--- src/rtl/normalizer_rounder_if.sv ---
// Handshake and data bundle for the normalizer/rounder stage.
// Width defaults come from the MANTIS_SIZE / EXP_SIZE configuration macros.
`ifndef MANTIS_SIZE
`define MANTIS_SIZE 23
`endif
`ifndef EXP_SIZE
`define EXP_SIZE 8
`endif

interface normalizer_rounder_if #(
  parameter int MANTIS_SIZE = `MANTIS_SIZE,
  parameter int EXP_SIZE    = `EXP_SIZE
);
  logic                   in_valid;
  logic                   in_ready;
  logic                   sign_in;
  logic [MANTIS_SIZE+3:0] mantis_in;
  logic                   sticky_in;
  logic [EXP_SIZE+1:0]    exp_in;
  logic                   out_valid;
  logic                   out_ready;
  logic                   sign_out;
  logic [MANTIS_SIZE-1:0] mantis_out;
  logic [EXP_SIZE-1:0]    exp_out;
  logic [2:0]             type_number;

  modport master (
    output in_valid, sign_in, mantis_in, sticky_in, exp_in, out_ready,
    input  in_ready, out_valid, sign_out, mantis_out, exp_out, type_number
  );

  modport slave (
    input  in_valid, sign_in, mantis_in, sticky_in, exp_in, out_ready,
    output in_ready, out_valid, sign_out, mantis_out, exp_out, type_number
  );
endinterface

--- src/rtl/normalizer_rounder.sv ---
// Multi-cycle normalize / round / classify / pack stage (one bit of shift per cycle).
// FPA_ROUND_RNE_EN selects round-to-nearest-even; otherwise the ROUND state truncates.
`ifndef MANTIS_SIZE
`define MANTIS_SIZE 23
`endif
`ifndef EXP_SIZE
`define EXP_SIZE 8
`endif

module normalizer_rounder #(
  parameter int MANTIS_SIZE = `MANTIS_SIZE,
  parameter int EXP_SIZE    = `EXP_SIZE
) (
  input logic                clk,
  input logic                rst,
  normalizer_rounder_if.slave io
);
  localparam int W       = MANTIS_SIZE + 4;
  localparam int XW      = EXP_SIZE + 2;
  localparam int EXP_INF = (1 << EXP_SIZE) - 1;

  localparam logic [2:0] T_ZERO = 3'b001;
  localparam logic [2:0] T_SUB  = 3'b010;
  localparam logic [2:0] T_NORM = 3'b011;
  localparam logic [2:0] T_INF  = 3'b100;

  typedef enum logic [1:0] {IDLE, SHIFT, ROUND, DONE} state_e;

  state_e                  state_q, state_d;
  logic                    rdy_q, rdy_d;
  logic                    sign_q, sign_d;
  logic [W-1:0]            man_q, man_d;
  logic                    sticky_q, sticky_d;
  logic signed [XW-1:0]    exp_q, exp_d;
  logic                    osign_q, osign_d;
  logic [MANTIS_SIZE-1:0]  omant_q, omant_d;
  logic [EXP_SIZE-1:0]     oexp_q, oexp_d;
  logic [2:0]              otype_q, otype_d;

  logic                    in_ready;
  logic                    inc;
  logic [W-1:0]            man_sum, man_r;
  logic signed [XW-1:0]    exp_r;

  assign in_ready = rdy_q & ~rst;

`ifdef FPA_ROUND_RNE_EN
  assign inc = man_q[1] & (man_q[0] | sticky_q | man_q[2]);
`else
  assign inc = 1'b0;
`endif

  // Carry is always clear on entry to ROUND, so the add cannot overflow W bits.
  always_comb begin
    man_sum = man_q + (inc ? W'(4) : W'(0));
    if (man_sum[W-1]) begin
      man_r = man_sum >> 1;
      exp_r = exp_q + XW'(1);
    end else begin
      man_r = man_sum;
      exp_r = exp_q;
    end
  end

  always_comb begin
    state_d  = state_q;
    sign_d   = sign_q;
    man_d    = man_q;
    sticky_d = sticky_q;
    exp_d    = exp_q;
    osign_d  = osign_q;
    omant_d  = omant_q;
    oexp_d   = oexp_q;
    otype_d  = otype_q;
    unique case (state_q)
      IDLE: begin
        if (io.in_valid && in_ready) begin
          sign_d   = io.sign_in;
          man_d    = io.mantis_in;
          sticky_d = io.sticky_in;
          exp_d    = signed'(io.exp_in);
          if (io.mantis_in == '0 && !io.sticky_in) begin
            state_d = DONE;
            osign_d = io.sign_in;
            omant_d = '0;
            oexp_d  = '0;
            otype_d = T_ZERO;
          end else begin
            state_d = SHIFT;
          end
        end
      end
      SHIFT: begin
        if (man_q[W-1]) begin
          man_d    = man_q >> 1;
          sticky_d = sticky_q | man_q[0];
          exp_d    = exp_q + XW'(1);
        end else if (int'(exp_q) < -(MANTIS_SIZE + 3)) begin
          // Everything would shift out anyway; collapse it into sticky in one step.
          man_d    = '0;
          sticky_d = sticky_q | (|man_q);
          exp_d    = XW'(1);
        end else if (int'(exp_q) < 1) begin
          man_d    = man_q >> 1;
          sticky_d = sticky_q | man_q[0];
          exp_d    = exp_q + XW'(1);
        end else if (!man_q[W-2] && int'(exp_q) > 1) begin
          man_d = man_q << 1;
          exp_d = exp_q - XW'(1);
        end else begin
          state_d = ROUND;
        end
      end
      ROUND: begin
        state_d = DONE;
        man_d   = man_r;
        exp_d   = exp_r;
        osign_d = sign_q;
        if (int'(exp_r) >= EXP_INF) begin
          oexp_d  = '1;
          omant_d = '0;
          otype_d = T_INF;
        end else if (man_r[W-2]) begin
          oexp_d  = exp_r[EXP_SIZE-1:0];
          omant_d = man_r[W-3:2];
          otype_d = T_NORM;
        end else begin
          oexp_d  = '0;
          omant_d = man_r[W-3:2];
          otype_d = (|man_r[W-3:2]) ? T_SUB : T_ZERO;
        end
      end
      DONE: begin
        if (io.out_ready) state_d = IDLE;
      end
      default: state_d = IDLE;
    endcase
    rdy_d = (state_d == IDLE);
  end

  always_ff @(posedge clk) begin
    if (rst) begin
      state_q  <= IDLE;
      rdy_q    <= 1'b0;
      sign_q   <= 1'b0;
      man_q    <= '0;
      sticky_q <= 1'b0;
      exp_q    <= '0;
      osign_q  <= 1'b0;
      omant_q  <= '0;
      oexp_q   <= '0;
      otype_q  <= 3'b000;
    end else begin
      state_q  <= state_d;
      rdy_q    <= rdy_d;
      sign_q   <= sign_d;
      man_q    <= man_d;
      sticky_q <= sticky_d;
      exp_q    <= exp_d;
      osign_q  <= osign_d;
      omant_q  <= omant_d;
      oexp_q   <= oexp_d;
      otype_q  <= otype_d;
    end
  end

  assign io.in_ready    = in_ready;
  assign io.out_valid   = (state_q == DONE);
  assign io.sign_out    = osign_q;
  assign io.mantis_out  = omant_q;
  assign io.exp_out     = oexp_q;
  assign io.type_number = otype_q;
endmodule

--- src/flat_wrapper.sv ---
// flat-port wrapper written by rule: the top's interface ports become plain ports
module normalizer_rounder_flat 
#(
  parameter int MANTIS_SIZE = `MANTIS_SIZE,
  parameter int EXP_SIZE    = `EXP_SIZE
)
  (clk, rst, io_in_valid, io_sign_in, io_mantis_in, io_sticky_in, io_exp_in, io_out_ready, io_in_ready, io_out_valid, io_sign_out, io_mantis_out, io_exp_out, io_type_number);
  normalizer_rounder_if #(.MANTIS_SIZE(MANTIS_SIZE), .EXP_SIZE(EXP_SIZE)) io_i ();
  input logic clk;
  input logic rst;
  input wire logic [$bits(io_i.in_valid)-1:0] io_in_valid;
  input wire logic [$bits(io_i.sign_in)-1:0] io_sign_in;
  input wire logic [$bits(io_i.mantis_in)-1:0] io_mantis_in;
  input wire logic [$bits(io_i.sticky_in)-1:0] io_sticky_in;
  input wire logic [$bits(io_i.exp_in)-1:0] io_exp_in;
  input wire logic [$bits(io_i.out_ready)-1:0] io_out_ready;
  output wire logic [$bits(io_i.in_ready)-1:0] io_in_ready;
  output wire logic [$bits(io_i.out_valid)-1:0] io_out_valid;
  output wire logic [$bits(io_i.sign_out)-1:0] io_sign_out;
  output wire logic [$bits(io_i.mantis_out)-1:0] io_mantis_out;
  output wire logic [$bits(io_i.exp_out)-1:0] io_exp_out;
  output wire logic [$bits(io_i.type_number)-1:0] io_type_number;
  assign io_i.in_valid = io_in_valid;
  assign io_i.sign_in = io_sign_in;
  assign io_i.mantis_in = io_mantis_in;
  assign io_i.sticky_in = io_sticky_in;
  assign io_i.exp_in = io_exp_in;
  assign io_i.out_ready = io_out_ready;
  assign io_in_ready = io_i.in_ready;
  assign io_out_valid = io_i.out_valid;
  assign io_sign_out = io_i.sign_out;
  assign io_mantis_out = io_i.mantis_out;
  assign io_exp_out = io_i.exp_out;
  assign io_type_number = io_i.type_number;
  normalizer_rounder #(.MANTIS_SIZE(MANTIS_SIZE), .EXP_SIZE(EXP_SIZE)) u_core (.clk(clk), .rst(rst), .io(io_i));
endmodule
--- config.mk ---
export PLATFORM = sky130hd
export DESIGN_NAME = normalizer_rounder_flat
export DESIGN_NICKNAME = d
export VERILOG_FILES = /design/src/rtl/normalizer_rounder_if.sv /design/src/rtl/normalizer_rounder.sv /design/src/flat_wrapper.sv
export SDC_FILE = /design/constraint.sdc
export NUM_CORES = 1
export LEC_CHECK = 0
export CORE_MARGIN = 3
export CORE_UTILIZATION = 56
export CTS_BUF_LIST = sky130_fd_sc_hd__clkbuf_8
export CTS_CLUSTER_DIAMETER = 60
export DETAILED_ROUTE_END_ITERATION = 6
export PLACE_DENSITY = 0.83
export SYNTH_ARGS = -nofsm -noshare
export SYNTH_HDL_FRONTEND = slang
export SYNTH_SLANG_ARGS = --single-unit
--- constraint.sdc ---
create_clock -name clk -period 3.2 [get_ports clk]
set_clock_uncertainty 0.2 [all_clocks]
set_input_delay 0.96 -clock clk [delete_from_list [all_inputs] [get_ports clk]]
set_output_delay 0.96 -clock clk [all_outputs]
set_load 0.01 [all_outputs]
==> results.cfg, run 1 <==
[worst_hold_path]
min_to = u_core.io.mantis_out[21]
min_from = u_core.io.mantis_out[21]
hold_path_class = reg2reg
hold_depth = 2

[grt]
grt_pass1_vias = 5096
grt_first_pass_wirelength_microns = 25700
use_met1_pct = 45.2
antenna_found_initial = 0
groute.usage.overall_pct = 31.5
grt_max_degree = 46
busiest_layer = met2
grt_overflow = 0
met2_usage_pct = 48.1
grtUsageMet3_pct = 5.07

[placement]
dp_hpwl_microns = 11200
placed_area_sq_um = 5910
io_buffer_count = 79
place.gp.congestion = 0.974

[clock_network]
cts_made_buffers = 9
ctsLongestPathBuffers = 2
clock_latency_ns = 0.36
htree_levels = 3
cts.sinks = 76
cts_tree = built
ctsRootBufferMaster = clkbuf_8
cts.reportedPaths.clkPinSlew_ns = 0.08
post_cts_buffers = 0

[sta]
rsz0062_at_grt = false
max_freq_mhz = 333
hold_viol = 0
finalSetupViolCount = 0
max_slew_margin_pct = 40.6
fin_crit_ns = 3.00
period_share_pct = 93.7
worst_pin_slew_ns = 0.890
slew_violations = 0

[synthesis]
synth_seq_area_share_pct = 30.8
yosys-top-cells-count = nand2_1, dfxtp_1, a21oi_1
synthMostInstantiatedCell = nand2_1
synth_flop_cell = dfxtp_1
async_flop_share_pct = 0
syn-instance-count = 658
synth_edf_count = 0
ys_top_cells_by_area = dfxtp_1, nand2_1, mux2i_1
ys_warn_count = 0
avgSynthCellArea_sq_um = 7.50
syn_area_sq_um = 4940
synth_top_area_cell = dfxtp_1
ys_seq_elements = 76
yosysUniqueCellTypes = 65
synth_top_area_share_pct = 30.8
syn_nets = 708

[route]
dr.first_iter.drc_count = 659
final_antenna_net_count = 0
drtPass1Iterations = 5
drcViolationCount = 0
vias_per_cell = 6.65
vias = 5522
wl_microns = 15800
wl_per_cell_microns = 19.0

[floorplanning]
die_w_microns = 99.9
core_area_sq_um = 8380
die_h_microns = 99.9
initial_core_util_pct = 58.9
row_count = 33
pin_count = 80
dieArea_sq_um = 9980

[setup_path]
worstPathArrival_ns = 1.84
cpMaxStageDelayCell = clkdlybuf4s50_1
cp.buffers_inverters = 2
worstReg2RegStart = u_core.exp_q[1]
required_ns = 2.04
cp_max_fo = 2
end_kind = output pin
r2r_end = u_core.man_q[20]
critical_path_class = in2out
r2r_cells = 9
crit_path_start_kind = primary input
cp_top_family = buffers and inverters
max_stage_delay_ns = 0.43
cp_cell_sequence = clkdlybuf4s50_1 -> nor2b_1 -> dlygate4sd2_1
r2r_setup_slack_ns = 0.27

[cells_and_area]
layout-drive-gt1-share_pct = 8.13
final_cell_area_sq_um = 6080
area_delta_synth_final_pct = 23.2
layout.nets = 771
insertedDiodeCount = 0

[pwr]
p_total_mw = 6.30
p_leak_nw = 2.07
cellPowerDensity_nw_per_um2 = 1040
peakVddDrop_v = 0.000627

[job]
maxCapViolations = 0

[run_status]
outcome = finished, final reports clean
-- kinds of logic after synthesis --
kind of cell               share of synthesized area (%)
DFF                                                 30.8
AOI/OAI and AO/OA                                   30.5
xor gates and xnor gates                            2.48
adders and majority gates                           1.77
and+or+nand+nor                                     22.4
buffers and inverters                               6.54
muxes                                               5.50
-- placed cells by master, fill, tap and decap left out, types with 22 or more instances in the layout --
cell type / instances
a21oi_1: 50
a221oi_1: 22
buf_4: 27
clkdlybuf4s50_1: 78
dfxtp_1: 75
mux2i_1: 26
nand2_1: 87
nor2_1: 34
o21ai_0: 47
o21ai_1: 28
o22ai_1: 22
-- report_power, final --
part           total (mW)  leakage [nW]  internal, mW  switching (mW)
Combinational        3.96          1.36          1.61            2.34
Sequential           1.67         0.618          1.17           0.492
Clock               0.677        0.0914         0.286           0.392
-- area by class of cell --
class	instances	area, sq um
clock buffer	9	124
clock inverter	7	51.3
fill	714	2300
inverter	12	45.0
multi-input combinational	510	3100
sequential	76	1520
tap	105	131
timing repair buffer	112	1110
-- metal layers --
| metal | vias to the layer above | wire length, microns |
|---|---|---|
| met5 | - | 0 |
| met4 | 0 | 252 |
| met3 | 28 | 1840 |
| met2 | 362 | 6960 |
| met1 | 2542 | 6710 |
| li1 | 2590 | - |
-- worst reg2reg max path, stage by stage (launching register included) --
cell      delay, ns
dfxtp_1        0.43
inv_1          0.18
ha_1           0.22
or4b_1         0.58
nor3_2         0.23
or2_1          0.19
buf_12         0.18
a221oi_1       0.11
or3_1          0.36
a21oi_1        0.17
-- flip-flops by register name, indices dropped and copies added, names as in the netlist --
| name | cells |
|---|---|
| u_core.exp_q | 10 |
| u_core.rdy_q | 1 |
| u_core.io.exp_out | 8 |
| u_core.sign_q | 1 |
| u_core.io.type_number | 3 |
| u_core.man_q | 27 |
| u_core.io.mantis_out | 23 |
| u_core.io.sign_out | 1 |
| u_core.state_q | 2 |
-- worst max path at each step --
stage,slack [ns],from,cells after the start,endpoint
2_1_floorplan,0.51,u_core.exp_q[0],9,u_core.exp_q[5]
3_3_place_gp,-0.0008,rst,3,io_in_ready
3_5_place_dp,-0.06,rst,3,io_in_ready
4_1_cts,0.20,rst,3,io_in_ready
5_1_grt,0.18,rst,3,io_in_ready
6_report,0.20,rst,3,io_in_ready
-- stage by stage --
| stage | setup WS (ns) | util (%) | TNS [ns] | hold slack, ns | std cells |
|---|---|---|---|---|---|
| final | 0.200 | 72.6 | 0 | 0.250 | 831 |
| after global routing | 0.183 | 72.6 | 0 | 0.279 | 831 |
| after CTS | 0.204 | 72.6 | 0 | 0.254 | 831 |
| after detailed placement | -0.0637 | 70.5 | -0.119 | 0.243 | 815 |
| after global placement | -0.000755 | 70.5 | -0.000755 | 0.237 | 815 |
| after floorplan | 0.513 | - | 0 | 0.263 | 658 |
-- timing repair --
action / in CTS / in global routing
endpoints found under the setup margin: 1 / 0
hold buffers: 0 / 0
gates resized for setup: 1 / 0
(Power assumes the default switching activity.)
==> inputs of run 2 (changes only) <==
PLACE_DENSITY = 0.88   (was 0.83)
==> run 2 against run 1 <==
The run now ends with DRC left. Worst setup slack gained 0.048 ns. Non-clock buffer count grew 3. Maximum frequency grew 1.6%. Register-to-register slack gained 0.02 ns. Total power grew 2.4%. Wire length grew 1.8%. Sequential power is essentially flat. Critical path type unchanged. Critical endpoint unchanged.
==> results.cfg, run 2 (same netlist as run 1, synthesis figures left out) <==
[grt]
grt_first_pass_wirelength_microns = 26200
grt_max_degree = 50
grt_overflow = 0
antenna_found_initial = 0
grt_pass1_vias = 5146
groute.usage.overall_pct = 32.2

[job]
maxCapViolations = 0

[pwr]
cellPowerDensity_nw_per_um2 = 1050
peakVddDrop_v = 0.000615
p_total_mw = 6.45
p_leak_nw = 2.10

[setup_path]
cp_cell_sequence = clkdlybuf4s50_1 -> nor2b_1 -> dlygate4sd2_1
crit_path_start_kind = primary input
worstReg2RegStart = u_core.exp_q[1]
critical_path.endpoint = io_in_ready
worstPathArrival_ns = 1.79
r2r_setup_slack_ns = 0.29
required_ns = 2.04
r2r_end = u_core.man_q[21]
cp-startpoint = rst
cpMaxStageDelayCell = clkdlybuf4s50_1
max_stage_delay_ns = 0.44
r2r_cells = 9
cp_top_family = buffers and inverters
cp_max_fo = 3
worstSetupPathDepth = 3
critical_path_class = in2out
end_kind = output pin
cp.buffers_inverters = 2

[clock_network]
cts.reportedPaths.clkPinSlew_ns = 0.08
ctsLongestPathBuffers = 2
post_cts_resized = 1
cts_tree = built
ctsRootBufferMaster = clkbuf_8
clock_latency_ns = 0.35
hold_buffers = 0
cts.sinks = 76
htree_levels = 3
cts_made_buffers = 9
post_cts_buffers = 0

[route]
vias_per_cell = 6.78
vias = 5651
drtPass1Iterations = 7
drcViolationCount = 8
wl_microns = 16000
final_antenna_net_count = 0
wl_per_cell_microns = 19.2
dr.first_iter.drc_count = 777

[floorplanning]
die_w_microns = 99.9
core_area_sq_um = 8380
dieArea_sq_um = 9980
initial_core_util_pct = 58.9
pin_count = 80
row_count = 33
die_h_microns = 99.9

[sta]
hold_viol = 0
finalSetupViolCount = 0
max_slew_margin_pct = 51.9
rsz0062_at_grt = false
worst_pin_slew_ns = 0.721
slew_violations = 0
setup_tns_ns = 0
fin_crit_ns = 2.95
holdWs_ns = 0.250
period_share_pct = 92.2
setup_slack_ns = 0.249
max_freq_mhz = 339

[cells_and_area]
fin_cells = 834
largest_reg_flops = 27
layout-drive-gt1-share_pct = 8.50
final_cell_area_sq_um = 6130
layout.nets = 774
top_register = u_core.man_q
area_delta_synth_final_pct = 24.2
final_common_cell = nand2_1
utilization_pct = 73.2
insertedDiodeCount = 0
layout_common_cells = nand2_1, clkdlybuf4s50_1, dfxtp_1

[placement]
io_buffer_count = 79
dp_hpwl_microns = 11200
dp_cells = 818
placed_area_sq_um = 5910
place_ws_ns = -0.0353
place.gp.congestion = 0.953

[run_status]
violations = DRC
outcome = finished, violations left

[worst_hold_path]
min_from = u_core.io.type_number[1]
hold_path_class = reg2reg
[run 2: area by class of cell]
class | instances | area [sq um]
clock buffers | 10 | 138
multi-input cells | 510 | 3100
flip-flops and latches | 76 | 1520
repair buffers | 115 | 1110
clock inverters | 6 | 87.6
well taps | 105 | 131
inverters | 12 | 45.0
fillers | 682 | 2250
[run 2: tightest hold or removal path: cells and delay by family (launching register included)]
kind             cells  cell delay, ns
AND/OR/NAND/NOR      1            0.05
AO/OA/AOI/OAI        1            0.05
flip-flops           1            0.31
[run 2: routing by layer]
metal | global-route usage, % | wire (microns)
met3 | 7.71 | 1880
met5 | 0 | 0
met4 | 10.1 | 341
met2 | 49.0 | 7210
met1 | 45.0 | 6600
[run 2: power by group]
group          internal (mW)  leakage, nW  switching (mW)
Combinational           1.59         1.37            2.37
Sequential              1.17        0.618           0.472
Clock                  0.461        0.110           0.379
[run 2: worst min path at each step]
stage                               end  slack [ns]  depth (start not counted)
2_1_floorplan             u_core.sign_q        0.26                          2
3_3_place_gp   u_core.io.mantis_out[19]        0.24                          2
3_5_place_dp    u_core.io.mantis_out[9]        0.24                          2
4_1_cts         u_core.io.mantis_out[9]        0.25                          2
5_1_grt         u_core.io.mantis_out[9]        0.27                          2
6_report       u_core.io.type_number[1]        0.25                          2
==> inputs of run 3 (changes only) <==
CAP_MARGIN = 0   (was unset)
==> results of run 3 <==
No change in the layout: final DEF, timing and power equal those of run 2.
